`config.mk`:
```
export PLATFORM = sky130hd
export DESIGN_NAME = aes_sbox_sched
export DESIGN_NICKNAME = d
export VERILOG_FILES = /design/src/rtl/aes_sbox_sched.sv
export SDC_FILE = /design/constraint.sdc
export NUM_CORES = 1
export LEC_CHECK = 0
export CAP_MARGIN = 20
export CORE_MARGIN = 1
export CORE_UTILIZATION = 45
export CTS_CLUSTER_SIZE = 30
export DETAILED_ROUTE_END_ITERATION = 12
export PLACE_DENSITY = 0.75
export SLEW_MARGIN = 15
export SYNTH_ARGS = -nofsm -noshare
export SYNTH_HDL_FRONTEND = slang
export SYNTH_SLANG_ARGS = --single-unit
```
`constraint.sdc`:
```
create_clock -name clk -period 4.1 [get_ports clk]
set_clock_uncertainty 0.05 [all_clocks]
set_input_delay 1.025 -clock clk [delete_from_list [all_inputs] [get_ports clk]]
set_output_delay 1.025 -clock clk [all_outputs]
set_load 0.02 [all_outputs]
```
`src/rtl/aes_sbox_sched.sv`:
```
// aes_sbox_sched: shares one combinational AES S-box between the round
// datapath's SubBytes (16-byte state) and key expansion's SubWord (4-byte word).
// It does one lookup per clock and returns each result on a valid/ready port.
module aes_sbox_sched #(
  parameter int unsigned DATA_WIDTH  = 8,
  parameter int unsigned STATE_BYTES = 16,
  parameter int unsigned KEY_BYTES   = 4
) (
  input  logic                              clk,
  input  logic                              rst_n,
  input  logic [STATE_BYTES*DATA_WIDTH-1:0] st_in,
  input  logic                              st_in_valid,
  output logic                              st_in_ready,
  output logic [STATE_BYTES*DATA_WIDTH-1:0] st_out,
  output logic                              st_out_valid,
  input  logic                              st_out_ready,
  input  logic [KEY_BYTES*DATA_WIDTH-1:0]   kw_in,
  input  logic                              kw_in_valid,
  output logic                              kw_in_ready,
  output logic [KEY_BYTES*DATA_WIDTH-1:0]   kw_out,
  output logic                              kw_out_valid,
  input  logic                              kw_out_ready,
  output logic [3:0]                        sbox_row,
  output logic [3:0]                        sbox_col,
  input  logic [DATA_WIDTH-1:0]             sbox_out
);

  localparam int unsigned SW = STATE_BYTES * DATA_WIDTH;
  localparam int unsigned KW = KEY_BYTES * DATA_WIDTH;
  localparam logic [3:0]  ST_LAST = 4'(STATE_BYTES - 1);
  localparam logic [3:0]  KW_LAST = 4'(KEY_BYTES - 1);

  typedef enum logic [2:0] {IDLE, SUB_ST, SUB_KW, DONE_ST, DONE_KW} state_e;
  typedef enum logic {GRANT_ST, GRANT_KW} grant_e;

  state_e          state_q, state_d;
  grant_e          last_q, last_d;
  logic [3:0]      idx_q, idx_d;
  logic [SW-1:0]   work_q, work_d;
  logic [SW-1:0]   st_res_q, st_res_d;
  logic [KW-1:0]   kw_res_q, kw_res_d;
  logic            st_vld_q, st_vld_d;
  logic            kw_vld_q, kw_vld_d;
  logic [DATA_WIDTH-1:0] cur_byte;
  logic            busy;
  logic            idle;

  // Work register is left-aligned for both job types and shifts one byte per
  // lookup, so the byte being looked up is always the top byte.  A key word
  // occupies the upper 32 bits of the work register.
  assign cur_byte = work_q[SW-1 -: DATA_WIDTH];
  assign busy     = (state_q == SUB_ST) || (state_q == SUB_KW);
  assign idle     = (state_q == IDLE);

  // S-box address: current work byte while substituting, zero otherwise.
  always_comb begin
    sbox_row = '0;
    sbox_col = '0;
    if (busy) begin
      sbox_row = cur_byte[7:4];
      sbox_col = cur_byte[3:0];
    end
  end

  // Alternating grant: the key side only gets ready when it is requesting and
  // has priority; the state side takes ready otherwise, so the two readys are
  // never high together.  Readys are held low while reset is asserted.
  always_comb begin
    kw_in_ready = rst_n & idle & kw_in_valid & (~st_in_valid | (last_q == GRANT_ST));
    st_in_ready = rst_n & idle & ~kw_in_ready;
  end

  assign st_out       = st_res_q;
  assign kw_out       = kw_res_q;
  assign st_out_valid = st_vld_q;
  assign kw_out_valid = kw_vld_q;

  // Next-state logic: grant/capture, byte-serial substitution, result hold.
  // Results are assembled by shifting sbox_out in at the bottom, which leaves
  // byte0 at the top after the final lookup.
  always_comb begin
    state_d  = state_q;
    last_d   = last_q;
    idx_d    = idx_q;
    work_d   = work_q;
    st_res_d = st_res_q;
    kw_res_d = kw_res_q;
    st_vld_d = st_vld_q;
    kw_vld_d = kw_vld_q;
    case (state_q)
      IDLE: begin
        if (kw_in_valid && kw_in_ready) begin
          work_d  = {kw_in, {(SW-KW){1'b0}}};
          idx_d   = '0;
          last_d  = GRANT_KW;
          state_d = SUB_KW;
        end else if (st_in_valid && st_in_ready) begin
          work_d  = st_in;
          idx_d   = '0;
          last_d  = GRANT_ST;
          state_d = SUB_ST;
        end
      end
      SUB_ST: begin
        work_d   = work_q << DATA_WIDTH;
        st_res_d = {st_res_q[SW-DATA_WIDTH-1:0], sbox_out};
        idx_d    = idx_q + 4'd1;
        if (idx_q == ST_LAST) begin
          idx_d    = '0;
          st_vld_d = 1'b1;
          state_d  = DONE_ST;
        end
      end
      SUB_KW: begin
        work_d   = work_q << DATA_WIDTH;
        kw_res_d = {kw_res_q[KW-DATA_WIDTH-1:0], sbox_out};
        idx_d    = idx_q + 4'd1;
        if (idx_q == KW_LAST) begin
          idx_d    = '0;
          kw_vld_d = 1'b1;
          state_d  = DONE_KW;
        end
      end
      DONE_ST: begin
        if (st_out_ready) begin
          st_vld_d = 1'b0;
          state_d  = IDLE;
        end
      end
      DONE_KW: begin
        if (kw_out_ready) begin
          kw_vld_d = 1'b0;
          state_d  = IDLE;
        end
      end
      default: state_d = IDLE;
    endcase
  end

  // State and datapath registers; reset discards any job in flight.
  always_ff @(posedge clk or negedge rst_n) begin
    if (!rst_n) begin
      state_q  <= IDLE;
      last_q   <= GRANT_ST;
      idx_q    <= '0;
      work_q   <= '0;
      st_res_q <= '0;
      kw_res_q <= '0;
      st_vld_q <= 1'b0;
      kw_vld_q <= 1'b0;
    end else begin
      state_q  <= state_d;
      last_q   <= last_d;
      idx_q    <= idx_d;
      work_q   <= work_d;
      st_res_q <= st_res_d;
      kw_res_q <= kw_res_d;
      st_vld_q <= st_vld_d;
      kw_vld_q <= kw_vld_d;
    end
  end

endmodule

```
Word-level counts from Yosys, hierarchy flattened

Cells that the tools add are included.

Equal/unequal tests: 11
Mux-type cells: 25
Bitwise operators: 8
Reductions and logical operators: 16
$add $sub $neg: 1

Operators with widths:

| cell                | number |
|---|---|
| $mux 128            | 2 |
| $pmux 128 s2        | 1 |
| $mux 4              | 6 |
| $mux 3              | 6 |
| $pmux 3 s5          | 1 |
| $pmux 4 s3          | 1 |
| $reduce_bool 2->1   | 4 |
| $eq 3x2->1 const B  | 2 |
| $mux 1              | 6 |
| $reduce_and 2->1    | 3 |
| $reduce_and 3->1    | 2 |
| $reduce_and 5->1    | 1 |
| $add 4x1->4 const B | 1 |
| $and 1x1->1         | 4 |
| $eq 4x2->1 const B  | 1 |
| $eq 4x4->1 const B  | 1 |
| $ne 2x1->1 const B  | 2 |
| $ne 2x2->1 const B  | 2 |
| $pmux 1 s2          | 2 |
| $eq 3x1->1 const B  | 1 |
| $eq 3x3->1 const B  | 1 |
| $logic_not 3->1     | 1 |
| $ne 3x1->1 const B  | 1 |
| $not 1->1           | 3 |
| 5 further kinds     | 6 |

Bits in registers: 298
Output and inout port bits: 172
Input port bits: 174
Logic and storage cells: 69

Logic depth before layout (Yosys ltp)

Gate-level depths: netlist of the first run.

Depth after elaboration: 10
Mapped depth: 8
Mapped depth without buffers: 5

Worst setup path after synthesis of the first run

Ideal clock, no wire load.

Kind: input -> output
From: in kw_in_valid
To: out kw_in_ready
Stages on the path: 5
Arrival time: 1942 ps
Slack: 1083 ps
Buffers on the path: 2
Cell sequence: a21boi_1 nand3_1 buf_4 buf_4 inv_1

Longest elaborated chain between the ends: 2

RTL lines:

| element                  | line | source |
|---|---|---|
| start: declaration       | 18   | `input logic kw_in_valid,` |
| $and 1x1->1 (2 in a row) | 69   | `kw_in_ready = rst_n & idle & kw_in_valid & (~st_in_valid \| (last_q == GRANT_ST));` |
| end: declaration         | 19   | `output logic kw_in_ready,` |

Every way passes these cells.

Worst setup path after layout of the first run

Ends and elaborated chain as after synthesis.

==> results of run 1 <==
-- routing by layer --
metal	share of wire (%)	track usage [%]	up-vias
li1	-	-	5153
met4	2.7	6.62	0
met3	6.5	4.60	56
met2	50	40.0	362
met1	41	30.9	5302
met5	0	0	-
-- worst paths after layout --
path,startpoint,end,slack (ns),cells past startpoint
setup / recovery,kw_in_valid,kw_in_ready,0.49,5
hold / removal,rst_n,state_q[2],0.30,1
setup reg to reg,state_q[0],work_q[21],1.48,6
hold reg to reg,st_out[123],st_out[123],0.43,2
max in group asynchronous,rst_n,kw_out[15],2.37,2
min in group clk,st_out[123],st_out[123],0.43,2
-- cells in the mapped netlist (2+ instances only) --
| library cell | instances |
|---|---|
| a21oi_4 | 2 |
| o21ai_1 | 5 |
| clkbuf_1 | 40 |
| o22ai_1 | 31 |
| nand2_1 | 395 |
| buf_1 | 5 |
| o21ai_0 | 89 |
| a22o_1 | 9 |
| mux2i_1 | 33 |
| buf_2 | 44 |
| a21oi_1 | 208 |
| a21o_1 | 2 |
| mux2_2 | 32 |
| and2_1 | 9 |
| buf_4 | 6 |
| nand2b_1 | 2 |
| nand3_1 | 3 |
| buf_6 | 9 |
| nor2_1 | 123 |
| dfrtp_1 | 298 |
-- cells by family (layout without fill, tap and decap cells) --
logic type,count (synthesis),count (layout),synth area share (%)
and+or+nand+nor,544,544,16.6
xor gates and xnor gates,2,2,0.196
muxes,66,66,5.50
other,0,1,0
AOI/OAI and AO/OA,356,356,15.0
DFF,298,298,58.4
adders and majority gates,1,1,0.0979
buffers and inverters,105,422,4.22
-- power by group through the flow --
stage / clock network (mW) / registers, mW / logic (mW)
CTS: 2.78 / 5.46 / 8.21
finish: 2.73 / 5.47 / 8.16
floorplan: 0 / 6.04 / 4.64
detailed placement: 0 / 5.51 / 8.17
global placement: 0 / 5.45 / 7.95
global route: 2.89 / 5.64 / 9.02
-- registers in the layout, indices dropped and copies added, names as in the netlist --
| register | cells |
|---|---|
| state_q | 3 |
| last_q | 1 |
| kw_out_valid | 1 |
| st_out | 128 |
| st_out_valid | 1 |
| idx_q | 4 |
| kw_out | 32 |
| work_q | 128 |
-- through the flow --
stage | setup slack, ns | std cells | total power, mW | utilization [%]
floorplan | 1.08 | 1372 | 10.7 | -
finish | 0.489 | 2068 | 16.4 | 62.5
detailed placement | 0.473 | 2010 | 13.7 | 58.8
global route | 0.370 | 2067 | 17.5 | 62.5
CTS | 0.456 | 2065 | 16.5 | 62.3
global placement | 0.466 | 2010 | 13.4 | 58.8
-- critical path, delay by kind of cell --
kind            cells  cell delay (ns)
compound gates      1             0.23
simple gates        1             0.12
buf+inv             3             1.17
-- area by class of cell --
cell class | instances | share of cell area (%)
Clock buffer | 51 | 5.35
Antenna cell | 1 | 0.0144
Sequential cell | 298 | 42.8
Multi-Input combinational cell | 969 | 27.6
Tap cell | 378 | 2.72
Timing Repair Buffer | 366 | 21.2
Clock inverter | 4 | 0.280
Inverter | 1 | 0.0216
==> flow_summary.toml, run 1 <==
[status]
outcome = "completed"

[timing]
maxClockFrequency_ghz = 0.277
timing.final.max_slew_violations = 0
tightest_hold_margin_ns = 0.303
timing.final.crit_period_ns = 3.61
max_slew_margin_pct = 30.8
final-setup-viol-count = 0
worst_margin_slew_ns = 1.04
rsz0062_at_grt = "no"
totalNegativeSetupSlack_ns = 0
hold_viol_final = 0
fin_crit_sh_pct = 88.1

[synth]
synthDistinctLibCells = 47
syn_nets = 1547
syn_area_mm2 = 0.0128
yosys_most_used_dff = "dfrtp_1"
synth_top_area_share_pct = 58.4
yosysWarnings = 0
synth.area.top_cells = "dfrtp_1, nand2_1, a21oi_1, nor2_1, o21ai_0"
synth.yosys.seq_area_share_pct = 58.4
netlist.top_cell.by_area = "dfrtp_1"
syn_area_per_cell_um2 = 9.31
netlist_instances = 1372
synth_edf_count = 0
asyncSetResetFlopFracSynth_pct = 100
postSynthRegisterBits = 298

[clock_tree]
clock_insertion_delay_at_the_later_pin_of_the_skew_report_ns = 0.56
cts_hold_repair.buffers = 0
cts_post_setup_buffers_inserted = 0
cts_buffers = 31
cts_tree = "built"
cts_root_buf = "clkbuf_16"
ctsHtreeMaxLevel = 1
cts_num_sinks = 298
clk_pin_slew_worst_paths_ns = 0.06
ctsLongestPathBuffers = 3
cts_resized = 0

[global_route]
grt_pass1_wl_um = 54700
via_count_of_the_first_global_routing_pass = 10500
antenna_found_initial = 0
grt.total_usage_pct = 23.6
globalRouteOverflowTotal = 0
maximum_number_of_pins_on_one_net_before_global_route_repair = 185

[drt]
vias = 10900
drt-wirelength-per-cell_um = 16.8
drt-initial-drc-count = 834
drt-vias-per-instance = 5.26
firstDrtPassIters = 5
ant_nets = 0
routed_wl_um = 34700
drt_drc_violations_left = 0

[place]
postPlaceCellArea_mm2 = 0.0164
buffer_ports.inserted = 345
globalplace.congestion = 0.842
place.detailed.hpwl_um = 23700

[cells_and_area]
multi_input_area_mm2 = 0.00481
commonest_non_fill_non_tap_cell_in_the_layout = "nand2_1"
layout.filler_cells = 2279
final-seq-area_mm2 = 0.00746
area.growth.synth_to_final_pct = 36.3
design_area_mm2 = 0.0174
drive_above_1_share_pct = 6.69
most-common-layout-cells = "nand2_1, clkdlybuf4s50_1, dfrtp_1"
nets = 1842

[pwr]
p_int_mw = 9.34
fraction_of_power_spent_switching_nets_pct = 42.9
net-switching-power_mw = 7.02
clock_share_of_power_pct = 16.7
power_leakage_nw = 7.98
max-vdd-ir-drop_mv = 0.664
p_per_area_mw_per_mm2 = 940
seq_power_share_pct = 33.4
p_comb_share_pct = 49.9

[worst_setup_path]
crit_fanout = 2
critical_path.cell_chain = "clkdlybuf4s50_1 -> a21boi_1 -> nand3_2 -> inv_1 -> clkdlybuf4s50_1"
crit_path_max_incr_delay_ns = 0.60
category_of_the_worst_setup_path_capture_point = "primary output"
arrival_ns = 2.54
setup.worst_path.class = "primary input to primary output"
crit_top_cell = "clkdlybuf4s50_1"
startpoint_type = "primary input"
critical_path_required_ns = 3.02
timing.critical_path.slowest_stage_cell = "clkdlybuf4s50_1"

[floorplan]
chipHeight_um = 170
die_area_mm2 = 0.0291
num_io_pins = 346
core.rowCount = 61
initial_core_util_pct = 45.9
dieWidth_um = 170
core_region_area_mm2 = 0.0279

[worst_hold_path]
hold_path_class = "primary input to asynchronous set/reset pin"

[run]
maxCapViolations = 0
Power figures use the tool's default switching activity.
==> inputs of run 2 (changes only) <==
--- a/config.mk
+++ b/config.mk
@@ -10,6 +10,7 @@
 export CORE_UTILIZATION = 45
 export CTS_CLUSTER_SIZE = 30
 export DETAILED_ROUTE_END_ITERATION = 12
+export GPL_ROUTABILITY_DRIVEN = 0
 export PLACE_DENSITY = 0.75
 export SLEW_MARGIN = 15
 export SYNTH_ARGS = -nofsm -noshare
==> constraint.sdc (replaced) <==
create_clock -name clk -period 4.1 [get_ports clk]
set_clock_uncertainty 0.05 [all_clocks]
set_input_delay 1.025 -clock clk [delete_from_list [all_inputs] [get_ports clk]]
set_output_delay 1.025 -clock clk [all_outputs]
set_load 0.01 [all_outputs]
==> run 2 against run 1 <==
- worst hold slack better by 0.13 ns
- flip-flop and latch count stayed put
- global-route usage down 0.24 points
- critical endpoint unchanged
==> flow_summary.toml, run 2 (same netlist as run 1, synthesis figures left out) <==
[status]
outcome = "completed"

[pwr]
power_leakage_nw = 8.04
fin_total_pwr_mw = 16.0
max-vdd-ir-drop_mv = 0.522
p_per_area_mw_per_mm2 = 914

[worst_setup_path]
critical_path_required_ns = 3.02
critical_path.cell_chain = "clkdlybuf4s50_1 -> a21boi_1 -> nand3_2 -> inv_1 -> clkdlybuf4s50_1"
crit_top_cell = "clkdlybuf4s50_1"
worstRegToRegCells = 5
reg2reg_setup_slack_ns = 1.60
category_of_the_worst_setup_path_capture_point = "primary output"
worst_r2r_src = "state_q[0]"
timing.critical_path.slowest_stage_cell = "clkdlybuf4s50_1"
crit_fanout = 2
arrival_ns = 2.50
crit_path_max_incr_delay_ns = 0.53
startpoint_type = "primary input"
setup.worst_path.class = "primary input to primary output"
rr_endpoint = "work_q[18]"

[floorplan]
core_region_area_mm2 = 0.0279
die_area_mm2 = 0.0291
chipHeight_um = 170
dieWidth_um = 170
num_io_pins = 346
initial_core_util_pct = 45.9
core.rowCount = 61

[timing]
timing.final.crit_period_ns = 3.57
rsz0062_at_grt = "no"
fin_crit_sh_pct = 87.2
max_slew_margin_pct = 36.0
tightest_hold_margin_ns = 0.431
hold_viol_final = 0
final-setup-viol-count = 0
timing.final.max_slew_violations = 0
maxClockFrequency_ghz = 0.280
worst_margin_slew_ns = 0.961
smallest_setup_slack_after_layout_ns = 0.525
totalNegativeSetupSlack_ns = 0

[global_route]
grt_pass1_wl_um = 54500
grt.total_usage_pct = 23.4
via_count_of_the_first_global_routing_pass = 10400
maximum_number_of_pins_on_one_net_before_global_route_repair = 164
antenna_found_initial = 1
globalRouteOverflowTotal = 0

[place]
post-place-ws_ns = 0.513
placedCellCount = 2011
place.detailed.hpwl_um = 23700
buffer_ports.inserted = 345

[cells_and_area]
finalNonFillerCells = 2069
area.growth.synth_to_final_pct = 37.0
layout.filler_cells = 2286
drive_above_1_share_pct = 7.22
commonest_non_fill_non_tap_cell_in_the_layout = "nand2_1"
nets = 1842
multi_input_area_mm2 = 0.00481
final-seq-area_mm2 = 0.00746
most-common-layout-cells = "nand2_1, clkdlybuf4s50_1, dfrtp_1"

[clock_tree]
ctsLongestPathBuffers = 3
cts_num_sinks = 298
cts_tree = "built"
cts_buffers = 31
clock_insertion_delay_at_the_later_pin_of_the_skew_report_ns = 0.55
cts_root_buf = "clkbuf_16"
cts_post_setup_buffers_inserted = 0
clk_pin_slew_worst_paths_ns = 0.06
cts_hold_repair.buffers = 0
cts_resized = 0
ctsHtreeMaxLevel = 1

[worst_hold_path]
hold_path_depth = 2
hold_path_class = "flip-flop to flip-flop"
hold_crit_endpoint = "st_out[123]"
hold_path_startpoint = "st_out[123]"

[drt]
drt_drc_violations_left = 0
drt-wirelength-per-cell_um = 16.7
firstDrtPassIters = 5
drt-initial-drc-count = 813
routed_wl_um = 34500
vias = 10900
ant_nets = 0
drt-vias-per-instance = 5.26

[run]
maxCapViolations = 0
## run 2: changes by cell type in the layout (fill, tap and decap cells not counted)
| cell | change |
|---|---|
| buf_12 | +2 |
| buf_16 | -1 |
| buf_4 | -1 |
| bufinv_16 | +3 |
| clkbuf_1 | -8 |
| clkinv_2 | +4 |
| clkinvlp_4 | +2 |
## run 2: critical path, delay by kind of cell
| family | cells | cell delay [ns] |
|---|---|---|
| AOI/OAI and AO/OA | 1 | 0.26 |
| buffers and inverters | 3 | 1.09 |
| and+or+nand+nor | 1 | 0.13 |
## run 2: through the flow
stage,cell area (um2),util [%]
floorplan,12800,-
global placement,16400,58.9
detailed placement,16400,58.9
CTS,17500,62.8
global route,17500,62.8
finish,17500,62.8
## run 2: area by class of cell
| cell class | instances | share of cell area (%) |
|---|---|---|
| flip-flops and latches | 298 | 42.6 |
| multi-input cells | 969 | 27.5 |
| repair buffers | 366 | 21.1 |
| clock buffers | 43 | 5.15 |
| well taps | 378 | 2.70 |
| clock inverters | 13 | 0.994 |
| inverters | 1 | 0.0214 |
| diodes | 1 | 0.0143 |
## run 2: where the power goes
group | switching (mW) | internal (mW) | total [mW]
clock network | 1.14 | 1.78 | 2.91
registers | 1.03 | 4.43 | 5.46
logic | 4.27 | 3.36 | 7.63
## run 2: how the worst max path moves through the flow
stage | to | from | cells after the start | slack (ns)
after floorplan | kw_in_ready | kw_in_valid | 5 | 1.14
after global placement | kw_in_ready | kw_in_valid | 5 | 0.54
after detailed placement | kw_in_ready | kw_in_valid | 5 | 0.51
after CTS | kw_in_ready | kw_in_valid | 5 | 0.51
after global routing | kw_in_ready | kw_in_valid | 5 | 0.43
final | kw_in_ready | kw_in_valid | 5 | 0.53
## run 2: routing by layer
layer | up-vias | track usage, % | part of all wire (%) | routed length (um)
li1 | 5158 | - | - | -
met1 | 5271 | 30.9 | 42 | 14300
met2 | 390 | 39.5 | 49 | 16900
met3 | 60 | 4.00 | 6.5 | 2240
met4 | 0 | 6.93 | 2.9 | 987
met5 | - | 0 | 0 | 0
